<file path="src/rtl/collision_pkg.sv">
// Shared types and helpers for the collision matrix controller: FSM state
// encoding, the object-count ceiling, and the (i,j) -> pair index mapping.
package collision_pkg;

    localparam int MAX_OBJ = 8;

    typedef enum logic [1:0] {
        WAIT_SOF = 2'd0,
        RUN      = 2'd1,
        HOLD     = 2'd2
    } state_t;

    // Number of unordered object pairs for n objects.
    function automatic int num_pairs(input int n);
        return (n * (n - 1)) / 2;
    endfunction

    // Pairs are numbered (0,1),(0,2),...,(0,n-1),(1,2),... with i<j.
    function automatic int pair_idx(input int i, input int j, input int n);
        return i * n - (i * (i + 1)) / 2 + (j - i - 1);
    endfunction

endpackage

</file>
<file path="src/rtl/collision_pair_cell.sv">
// One object pair: registered live hit, per-frame sticky accumulator,
// first-hit pulse and (when COLLISION_COUNT_EN is defined) a saturating
// count of frames that contained a collision.
module collision_pair_cell #(
    parameter int CNT_W = 8
) (
    input  logic             clk,
    input  logic             rst,
    input  logic             hit,
    input  logic             sof,
    input  logic             frame_end,
    input  logic             clear,
    output logic             live_hit,
    output logic             first_cond,
    output logic             first_hit_pulse,
    output logic             acc,
    output logic [CNT_W-1:0] count
);

    // The boundary cycle starts a new frame, so a hit on it is a first hit.
    assign first_cond = hit & (sof | ~acc);

    // Live hit delay, first-hit pulse and frame accumulator.
    always_ff @(posedge clk) begin
        if (rst) begin
            live_hit        <= 1'b0;
            first_hit_pulse <= 1'b0;
            acc             <= 1'b0;
        end else begin
            live_hit        <= hit;
            first_hit_pulse <= first_cond;
            acc             <= sof ? hit : (acc | hit);
        end
    end

`ifdef COLLISION_COUNT_EN
    // Frame counter: clear wins over increment, saturates at all ones.
    always_ff @(posedge clk) begin
        if (rst || clear) begin
            count <= '0;
        end else if (frame_end && acc && !(&count)) begin
            count <= count + 1'b1;
        end
    end
`else
    logic unused_cnt_in;
    assign unused_cnt_in = clear ^ frame_end;
    assign count         = '0;
`endif

endmodule

</file>
<file path="src/rtl/collision_matrix_ctrl.sv">
// Pairwise collision detector over NUM_OBJ drawing-request layers.
// Optional per-pair frame counters are built when COLLISION_COUNT_EN is
// defined; otherwise pair_count reads constant zero.
module collision_matrix_ctrl
    import collision_pkg::*;
#(
    parameter int  NUM_OBJ   = 4,
    parameter int  CNT_W     = 8,
    localparam int NUM_PAIRS = num_pairs(NUM_OBJ),
    parameter logic [NUM_PAIRS-1:0] PAIR_MASK = '1
) (
    input  logic                       clk,
    input  logic                       resetN,
    input  logic                       startOfFrame,
    input  logic [NUM_OBJ-1:0]         drawingRequest,
    input  logic                       hold_req,
    input  logic                       report_ack,
    input  logic                       clear_counts,
    output logic [NUM_PAIRS-1:0]       live_hit,
    output logic [NUM_PAIRS-1:0]       first_hit_pulse,
    output logic                       SingleHitPulse,
    output logic [NUM_PAIRS-1:0]       report_data,
    output logic                       report_valid,
    output logic                       report_overrun,
    output logic [NUM_PAIRS*CNT_W-1:0] pair_count
);

    state_t               state;
    logic [NUM_PAIRS-1:0] pair_req;
    logic [NUM_PAIRS-1:0] hit_now;
    logic [NUM_PAIRS-1:0] first_cond;
    logic [NUM_PAIRS-1:0] acc;
    logic                 frame_flag;
    logic                 frame_end;
    logic                 any_first;

    // Raw pairwise overlap of the current pixel.
    for (genvar i = 0; i < NUM_OBJ; i++) begin : g_i
        for (genvar j = i + 1; j < NUM_OBJ; j++) begin : g_j
            localparam int K = pair_idx(i, j, NUM_OBJ);
            assign pair_req[K] = drawingRequest[i] & drawingRequest[j];
        end
    end

    assign hit_now   = (state == RUN) ? (pair_req & PAIR_MASK) : '0;
    // A boundary only closes a frame once a frame has actually been opened.
    assign frame_end = startOfFrame & (state != WAIT_SOF);
    assign any_first = |first_cond;

    // Frame-tracking FSM.
    always_ff @(posedge clk) begin
        if (resetN) begin
            state <= WAIT_SOF;
        end else begin
            case (state)
                WAIT_SOF: if (startOfFrame)              state <= RUN;
                RUN:      if (hold_req)                  state <= HOLD;
                HOLD:     if (startOfFrame && !hold_req) state <= RUN;
                default:                                 state <= WAIT_SOF;
            endcase
        end
    end

    // One global pulse per frame on the first overlap of any pair.
    always_ff @(posedge clk) begin
        if (resetN) begin
            SingleHitPulse <= 1'b0;
            frame_flag     <= 1'b0;
        end else begin
            SingleHitPulse <= any_first & (startOfFrame | ~frame_flag);
            frame_flag     <= startOfFrame ? any_first : (frame_flag | any_first);
        end
    end

    // Report handshake: capture previous frame at each boundary.
    always_ff @(posedge clk) begin
        if (resetN) begin
            report_data    <= '0;
            report_valid   <= 1'b0;
            report_overrun <= 1'b0;
        end else if (frame_end) begin
            report_data  <= acc;
            report_valid <= 1'b1;
            if (report_valid && !report_ack) report_overrun <= 1'b1;
        end else if (report_ack && report_valid) begin
            report_valid <= 1'b0;
        end
    end

    for (genvar k = 0; k < NUM_PAIRS; k++) begin : g_pair
        collision_pair_cell #(
            .CNT_W(CNT_W)
        ) u_cell (
            .clk            (clk),
            .rst            (resetN),
            .hit            (hit_now[k]),
            .sof            (startOfFrame),
            .frame_end      (frame_end),
            .clear          (clear_counts),
            .live_hit       (live_hit[k]),
            .first_cond     (first_cond[k]),
            .first_hit_pulse(first_hit_pulse[k]),
            .acc            (acc[k]),
            .count          (pair_count[k*CNT_W +: CNT_W])
        );
    end

endmodule

</file>
<file path="config.mk">
export PLATFORM = sky130hd
export DESIGN_NAME = collision_matrix_ctrl
export DESIGN_NICKNAME = d
export VERILOG_FILES = /design/src/rtl/collision_pkg.sv /design/src/rtl/collision_pair_cell.sv /design/src/rtl/collision_matrix_ctrl.sv
export SDC_FILE = /design/constraint.sdc
export NUM_CORES = 1
export LEC_CHECK = 0
export ABC_AREA = 1
export BUFFER_PORTS_ARGS = -buffer_cell sky130_fd_sc_hd__buf_2
export CAP_MARGIN = 10
export CORE_MARGIN = 1
export CORE_UTILIZATION = 40
export DETAILED_ROUTE_END_ITERATION = 8
export PLACE_DENSITY_LB_ADDON = 0.12
export SYNTH_ARGS = -nofsm -noshare
export SYNTH_HDL_FRONTEND = slang
export SYNTH_SLANG_ARGS = --single-unit
</file>
<file path="constraint.sdc">
create_clock -name clk -period 1 [get_ports clk]
set_input_delay 0.15 -clock clk [delete_from_list [all_inputs] [get_ports clk]]
set_output_delay 0.15 -clock clk [all_outputs]
set_load 0.05 [all_outputs]
</file>
==> results of run 1 <==
final cells by class:
type,count,area (um2)
clock buffer,7,76.3
fill,352,1580
inverter,14,57.6
multi-input combinational,128,602
sequential,30,608
tap,46,57.6
timing repair buffer,56,458
through the flow:
stage          total power, uW  std cells  TNS, ns  hold WS (ns)
6_report                  3020        281    -1.31         0.127
5_1_grt                   3170        281    -2.63         0.124
4_1_cts                   2990        276   -0.286         0.125
3_5_place_dp              2050        265   -0.371         0.426
3_3_place_gp              2050        265   -0.297         0.417
2_1_floorplan             2070        234        0         0.229
layer usage:
metal	wire [um]	up-vias	GRT usage (%)
met5	0	-	0
met4	57	0	7.85
met3	173	7	5.84
met2	1260	48	24.2
met1	1230	487	18.0
li1	-	573	-
report_power, final:
part	leakage (uW)	internal (uW)	total (uW)	switching, uW
Sequential	0.000246	1250	1280	31.4
Combinational	0.000657	190	859	668
Clock	0.0000383	477	883	405
Total	0.000941	1910	3020	1110
repair_timing:
action / 4_1_cts / 5_1_grt
setup buffers: 4 / 5
endpoints found under the hold margin: 0 / 0
resized for setup: 25 / 34
gates cloned: 0 / 0
pin swaps: 5 / 4
setup endpoints to repair: 15 / 40
hold buffers: 0 / 0
state kept, by name, summed over array words and instances, names as in the netlist:
register and cells:
g_pair.u_cell.first_hit_pulse 6, g_pair.u_cell.live_hit 6, report_data 6, SingleHitPulse 1, state 2, report_valid 1
g_pair.u_cell.acc 6, report_overrun 1, frame_flag 1
synthesized netlist by cell type:
master / n / area [um2]
buf_4: 60 / 450
nor3_1: 2 / 10.0
a21oi_1: 11 / 55.1
o211ai_1: 2 / 15.0
nor2_1: 25 / 93.8
nand3_1: 5 / 25.0
a21oi_4: 1 / 16.3
inv_1: 9 / 33.8
nor2_4: 1 / 11.3
dfxtp_1: 30 / 601
conb_1: 1 / 3.75
nand4_1: 2 / 12.5
o21ai_0: 7 / 35.0
inv_2: 4 / 15.0
a31oi_1: 1 / 6.26
nand2_1: 23 / 86.3
clkinv_1: 1 / 3.75
clkbuf_1: 2 / 7.51
worst paths after layout:
kind,to,from,slack (ns)
setup / recovery,state[0],state[0],-0.12
hold / removal,report_valid,resetN,0.13
setup reg to reg,state[0],state[0],-0.12
hold reg to reg,frame_flag,frame_flag,0.47
cell families (layout without fill, tap and decap cells):
kind of cell	count (synthesis)	after routing	synth area share (%)
buf+inv	76	77	34.5
simple gates	58	58	16.1
flops	30	30	40.5
compound gates	22	22	8.61
other cells	1	48	0.253
==> metrics.cfg, run 1 <==
[status]
outcome = finished with violations
violations = negative setup slack

[timing]
setup_viol = 18
fin_crit_sh_pct = 112
rsz0062_at_grt = true
slew_viol_final = 0
skew_ns = 0.00511
fmax_mhz = 895
finalCriticalPeriod_ns = 1.12
hold_viol_final = 0
fin_ws_ns = -0.117

[setup_path]
critPathKind = reg -> reg
slowest_delay_ns = 0.35
start_kind = flop
worstPathRequired_ns = 1.20
reg2regPathDepth = 6
cp_num_buf_inv = 3
path_cells = inv_4 -> nor2_4 -> buf_4 -> buf_6 -> nand2_1 -> a21oi_1
cp_top_family = flip-flops
end_kind = flop
path_depth = 6
slowest_stage = dfxtp_2
path_max_fanout = 7
cp.arrival_ns = 1.32

[yosys]
ys_ff_latch = 30
synthDistinctLibCells = 18
syn_inst = 187
yosys_warnings = 0
synth-seq-area-share_pct = 40.5
avgSynthCellArea_um2 = 7.92
syn_area_mm2 = 0.00148

[clock_tree]
htreeDepth = 2
cts_root_buffer = clkbuf_8
clk_pin_slew_ns = 0.06
cts_tree = yes
cts_buffer_depth = 2
cts.sinks = 30
cts-buffers-inserted = 5
insertion_delay_ns = 0.28

[final_layout]
drive_gt1_share_pct = 36.2
fin_util_pct = 54.0
n_antenna_cell = 0
final_common_cell = conb_1
final_cell_mix = conb_1 (48), dfxtp_1 (26), nor2_1 (22), nand2_1 (22), buf_4 (21)
final_area_mm2 = 0.00186
fin_nets = 245
syn_to_final_growth_pct = 25.5

[global_routing]
globalRouteOverflowTotal = 0
grt_max_degree = 20
track_usage_pct = 15.3
grt_pass1_wl_mm = 4.62
antenna_found_initial = 0
grt_pass1_vias = 1035

[floorplanning]
die_h_um = 62.9
start_util_pct = 43.0
die_w_um = 62.9
io_pins = 79
die_area_mm2 = 0.00395
rows = 21
core_mm2 = 0.00344

[placement]
post-place-ws_ns = -0.0728
portBuffers = 29
placed_area_mm2 = 0.00155
dp_hpwl_mm = 1.94
gp_congestion = 0.804

[min_path]
holdPathStages = 2
hp-class = in -> reg

[pwr]
power_density_mw_per_mm2 = 1620
vdd_drop_max_uv = 652
p_leak_uw = 0.000941

[drt]
wire_per_inst_um = 9.66
dr.pass1.iters = 4
ant_nets = 0
viasPerCell = 3.97
drtIter0Drc = 33
drt_wl_total_mm = 2.72
vias = 1115
drc = 0

[flow_run]
maxCapViolations = 0

No activity file was read; power rests on OpenSTA's default activity.
==> run 2, diff against run 1 <==
--- a/config.mk
+++ b/config.mk
@@ -5,7 +5,7 @@
 export SDC_FILE = /design/constraint.sdc
 export NUM_CORES = 1
 export LEC_CHECK = 0
-export ABC_AREA = 1
+export ABC_AREA = 0
 export BUFFER_PORTS_ARGS = -buffer_cell sky130_fd_sc_hd__buf_2
 export CAP_MARGIN = 10
 export CORE_MARGIN = 1
==> run 2 against run 1 <==
Compared with the run above:
- the flow still finishes with violations (negative setup slack)
- utilization shrank 2.7 points
- combinational power shrank 8.6%
- cell area shrank 5.0%
- count of clock-buffer cells in the layout shrank 1
- clock skew shrank 0.00086 ns
- first-iteration DRC count shrank 55%
- via count shrank 10%
- sequential power is essentially flat
- register-to-register slack lost 0.04 ns
- sequential cell count is the same
- total power shrank 1.7%
- maximum frequency shrank 3.6%
- critical path type unchanged
- critical endpoint is now SingleHitPulse
- highest routed layer unchanged
==> metrics.cfg, run 2 <==
[final_layout]
drive_gt1_share_pct = 35.0
final_cell_mix = conb_1 (48), dfxtp_1 (28), buf_4 (22), nor2_1 (13), buf_2 (11)
syn_to_final_growth_pct = 18.8
final_common_cell = conb_1
final_cell_count_no_fill = 246
fin_nets = 211
n_antenna_cell = 0

[setup_path]
reg2regPathDepth = 4
r2r-end = SingleHitPulse
start_kind = flop
r2r_setup_slack_ns = -0.16
worstPathRequired_ns = 1.19
path_max_fanout = 3
cp.arrival_ns = 1.35
end_kind = flop
critPathKind = reg -> reg
r2r-start = state[1]

[yosys]
avgSynthCellArea_um2 = 9.29
synth_most_common_cell = buf_4
synth-edff-count = 0
synth-xor-area-share_pct = 0
ys_ff_latch = 30
synthAdderAreaFrac_pct = 0
synthArstFlopShare_pct = 0
synth_top_family_by_area = buffers and inverters
synth_mux_area_share_pct = 4.04
syn_area_mm2 = 0.00149
synth_area_leaders = dfxtp_1 (40%), buf_4 (30%), mux2i_1 (4.0%)
syn_inst = 160
synthSimpleGateAreaFrac_pct = 11.6
netlist.area_leader.share_pct = 40.4
synthDistinctLibCells = 27
synth-seq-area-share_pct = 40.4
synth_top_cell_by_area = dfxtp_1
synth-compound-area-share_pct = 11.9
yosys_warnings = 0
yosys-top-cells-count = buf_4 (60), dfxtp_1 (30), nor2_1 (15)
ys.flop_type = dfxtp_1

[min_path]
holdPathStages = 2
hold_path.startpoint = resetN
hp-class = in -> reg
hold-path-endpoint = SingleHitPulse

[clock_tree]
cts-buffers-inserted = 5
cts_buffer_depth = 2
htreeDepth = 2
cts.sinks = 30
cts_root_buffer = clkbuf_8
insertion_delay_ns = 0.27
cts_tree = yes
hold_buffers = 0
clk_pin_slew_ns = 0.06

[drt]
viasPerCell = 4.06
drtIter0Drc = 15
wire_per_inst_um = 10.1
ant_nets = 0
vias = 999
drc = 0
drt_wl_total_mm = 2.48
dr.pass1.iters = 4

[global_routing]
globalRouteOverflowTotal = 0
grt_pass1_vias = 823
antenna_found_initial = 0
met1_usage_pct = 15.6
grt_use_met3_pct = 4.20
grtUsageMet2_pct = 19.2
top_usage_layer = met2
track_usage_pct = 12.6
grt_pass1_wl_mm = 3.75
grt_max_degree = 11

[floorplanning]
die_w_um = 63.0
rows = 21
die_h_um = 63.0
die_area_mm2 = 0.00396
core_mm2 = 0.00344
io_pins = 79
start_util_pct = 43.2

[timing]
slew_viol_final = 0
setup_viol = 19
rsz0062_at_grt = true
skew_ns = 0.00426
fin_ws_ns = -0.159
hold_viol_final = 0
timing.setup.tns_ns = -1.70
finalCriticalPeriod_ns = 1.16
fmax_mhz = 863
fin_crit_sh_pct = 116

[pwr]
power_density_mw_per_mm2 = 1680
p_sw_share_pct = 34.6
clkPwrFrac_pct = 30.9
pwr-share-seq_pct = 42.6
p_total_uw = 2970
vdd_drop_max_uv = 905
p_comb_share_pct = 26.5
switchingPower_uw = 1030
power.internal_uw = 1940
p_leak_uw = 0.000936

[placement]
post-place-ws_ns = -0.133
dpl.cell_count = 238
portBuffers = 29
gp_congestion = 0.787
dp_hpwl_mm = 1.94

[status]
violations = negative setup slack
outcome = finished with violations

[flow_run]
maxCapViolations = 0

run 2: cell types whose count changed in the layout (fill, tap and decap cells not counted), moves of 3 or more:
cell / before / now
a21o_1: 0 / 4
a21oi_1: 10 / 3
buf_6: 14 / 7
inv_1: 9 / 3
mux2i_1: 0 / 6
nand2_1: 22 / 3
nand2b_1: 0 / 9
nand3_2: 4 / 0
nor2_1: 22 / 13
nor2_2: 3 / 0
o21ai_2: 3 / 0
run 2: timing repair:
action                     4_1_cts  5_1_grt
resized for setup               14       22
buffers inserted                 0        2
setup endpoints to repair       25       31
pin swaps                        1        3
run 2: per-stage QoR:
step / utilization, % / hold slack [ns] / cell area (um2)
6_report: 51.3 / 0.167 / 1770
5_1_grt: 51.3 / 0.164 / 1770
2_1_floorplan: - / 0.289 / 1680
3_3_place_gp: 45.3 / 0.442 / 1560
4_1_cts: 49.0 / 0.157 / 1690
3_5_place_dp: 45.3 / 0.446 / 1560
run 2: worst max path at each step:
stage | start | endpoint | slack (ns) | cells past startpoint
after CTS | state[1] | SingleHitPulse | -0.15 | 4
after detailed placement | state[1] | SingleHitPulse | -0.13 | 4
after global routing | state[1] | SingleHitPulse | -0.20 | 4
final | state[1] | SingleHitPulse | -0.16 | 4
after floorplan | state[1] | SingleHitPulse | -0.13 | 4
after global placement | state[1] | SingleHitPulse | -0.12 | 4
run 2: power by group through the flow:
stage / sequential, uW / clock [uW] / combinational (uW)
floorplan: 1320 / 0 / 728
global placement: 1280 / 0 / 732
detailed placement: 1290 / 0 / 735
CTS: 1260 / 952 / 750
global route: 1270 / 1020 / 820
finish: 1260 / 918 / 785
run 2: worst max-delay path, stage by stage, from the launching register on:
cell and delay (ns):
dfxtp_2 0.32, and2b_4 0.27, nand2_4 0.05, a41o_1 0.22, a221oi_2 0.21
run 2: kinds of logic after synthesis:
logic type	count (synthesis)
AND/OR/NAND/NOR	33
other	1
flip-flops	30
buffers and inverters	66
multiplexers	6
AO/OA/AOI/OAI	24
run 2: area by class of cell:
type                       instances  area (um2)
clock buffer                       6        82.6
fill                             334        1680
inverter                           4        15.0
multi-input combinational        111         638
sequential                        30         606
tap                               46        57.6
timing repair buffer              49         367
run 2: routing by layer:
layer	up-vias	wire, um
met4	0	47
li1	497	-
met2	51	1200
met1	446	1070
met5	-	0
met3	5	158
==> run 3, diff against run 2 <==
--- a/config.mk
+++ b/config.mk
@@ -11,6 +11,7 @@
 export CORE_MARGIN = 1
 export CORE_UTILIZATION = 40
 export DETAILED_ROUTE_END_ITERATION = 8
+export MAX_ROUTING_LAYER = met4
 export PLACE_DENSITY_LB_ADDON = 0.12
 export SYNTH_ARGS = -nofsm -noshare
 export SYNTH_HDL_FRONTEND = slang
==> run 3 against run 2 <==
Compared with the run above:
- the flow still finishes with violations (negative setup slack)
- worst hold slack better by 0.0034 ns
- clock skew hardly changed
- global-route usage is 0.24 points higher
- sequential power hardly changed
- die area stayed put
- count of clock-buffer cells in the layout stayed put
- maximum frequency hardly changed
- clock power hardly changed
- cell count stayed put
- critical path type unchanged
- largest cell class unchanged
- largest power group unchanged
==> metrics.cfg, run 3 (synthesis gave the netlist of run 2 again) <==
[setup_path]
cp.arrival_ns = 1.35
cp_num_buf_inv = 0
slowest_stage = dfxtp_2
worstPathRequired_ns = 1.19
path_cells = and2b_4 -> nand2_4 -> a41o_1 -> a221oi_2
end_kind = flop
start_kind = flop
slowest_delay_ns = 0.32
path_max_fanout = 3
cp_top_family = compound AO/OA/AOI/OAI gates
critPathKind = reg -> reg

[global_routing]
antenna_found_initial = 0
grt_use_met3_pct = 2.55
globalRouteOverflowTotal = 0
top_usage_layer = met2
grt_max_degree = 11
grt_pass1_wl_mm = 3.74
grt_pass1_vias = 829
track_usage_pct = 12.9
grtUsageMet2_pct = 19.2
met1_usage_pct = 15.6

[final_layout]
multi_input_area_um2 = 638
n_antenna_cell = 0
seqCellArea_um2 = 606
fin_nets = 211
final_cell_mix = conb_1 (48), dfxtp_1 (28), buf_4 (21), buf_2 (14), nor2_1 (13)
syn_to_final_growth_pct = 18.3
final_area_mm2 = 0.00176
final_common_cell = conb_1
nFillCells = 335
drive_gt1_share_pct = 35.0

[placement]
post-place-ws_ns = -0.133
placed_area_mm2 = 0.00156
portBuffers = 29
gp_congestion = 0.799
dp_hpwl_mm = 1.94

[drt]
drtIter0Drc = 22
vias = 1009
ant_nets = 0
viasPerCell = 4.10
wire_per_inst_um = 10.0
dr.pass1.iters = 4
drt_wl_total_mm = 2.47
drc = 0

[timing]
timing.setup.tns_ns = -1.70
skew_ns = 0.00403
fin_ws_ns = -0.159
setup_viol = 19
rsz0062_at_grt = true
fmax_mhz = 863
slew_viol_final = 0
fin_crit_sh_pct = 116
hold_viol_final = 0
finalCriticalPeriod_ns = 1.16
whs_ns = 0.170

[pwr]
p_total_uw = 2960
vdd_drop_max_uv = 904
power_density_mw_per_mm2 = 1690
p_leak_uw = 0.000937

[floorplanning]
rows = 21
io_pins = 79
start_util_pct = 43.2
die_w_um = 63.0
core_mm2 = 0.00344
die_h_um = 63.0
die_area_mm2 = 0.00396

[clock_tree]
cts.sinks = 30
htreeDepth = 2
cts_tree = yes
cts-buffers-inserted = 5
insertion_delay_ns = 0.27
hold_buffers = 0
cts_buffer_depth = 2
clk_pin_slew_ns = 0.05
cts_root_buffer = clkbuf_8

[status]
violations = negative setup slack
outcome = finished with violations

[flow_run]
maxCapViolations = 0

[min_path]
hp-class = in -> reg

[run 3: cell types whose count changed in the layout (fill, tap and decap cells not counted), sizes merged]
cell,delta
buf,+2
clkbuf,-2
[run 3: metal layers]
metal	share of wire [%]	up-vias
met5	0	-
met4	2.8	0
met3	6.6	7
met2	48	51
met1	43	453
li1	-	498
[run 3: worst register-to-register path: cells and delay by family (launching register included)]
| family | cells | cell delay, ns |
|---|---|---|
| AO/OA/AOI/OAI | 2 | 0.43 |
| flip-flops | 1 | 0.32 |
| AND/OR/NAND/NOR | 2 | 0.32 |
[run 3: area by class of cell]
cell class	instances	area share, %
flip-flops and latches	30	34.4
clock buffers	6	4.70
inverters	4	0.854
well taps	46	3.27
multi-input cells	111	36.3
repair buffers	49	20.4
[run 3: power by group]
| group | internal [uW] | switching, uW | total, uW |
|---|---|---|---|
| Clock | 528 | 389 | 917 |
| Sequential | 1240 | 24.8 | 1260 |
| Combinational | 172 | 611 | 784 |
[run 3: what timing repair did]
action | CTS | global route
setup buffers | 0 | 2
gates resized for setup | 14 | 18
pin swaps | 1 | 3
endpoints found under the setup margin | 25 | 28
[run 3: through the flow]
| step | util, % | std cells |
|---|---|---|
| floorplan | - | 207 |
| global placement | 45.3 | 238 |
| detailed placement | 45.3 | 238 |
| CTS | 49.0 | 244 |
| global route | 51.1 | 246 |
| finish | 51.1 | 246 |
[run 3: worst paths after layout]
kind / slack, ns / start / cells after the start / endpoint
setup reg to reg: -0.16 / state[1] / 4 / SingleHitPulse
hold / removal: 0.17 / resetN / 2 / SingleHitPulse
setup / recovery: -0.16 / state[1] / 4 / SingleHitPulse
hold reg to reg: 0.48 / frame_flag / 1 / SingleHitPulse
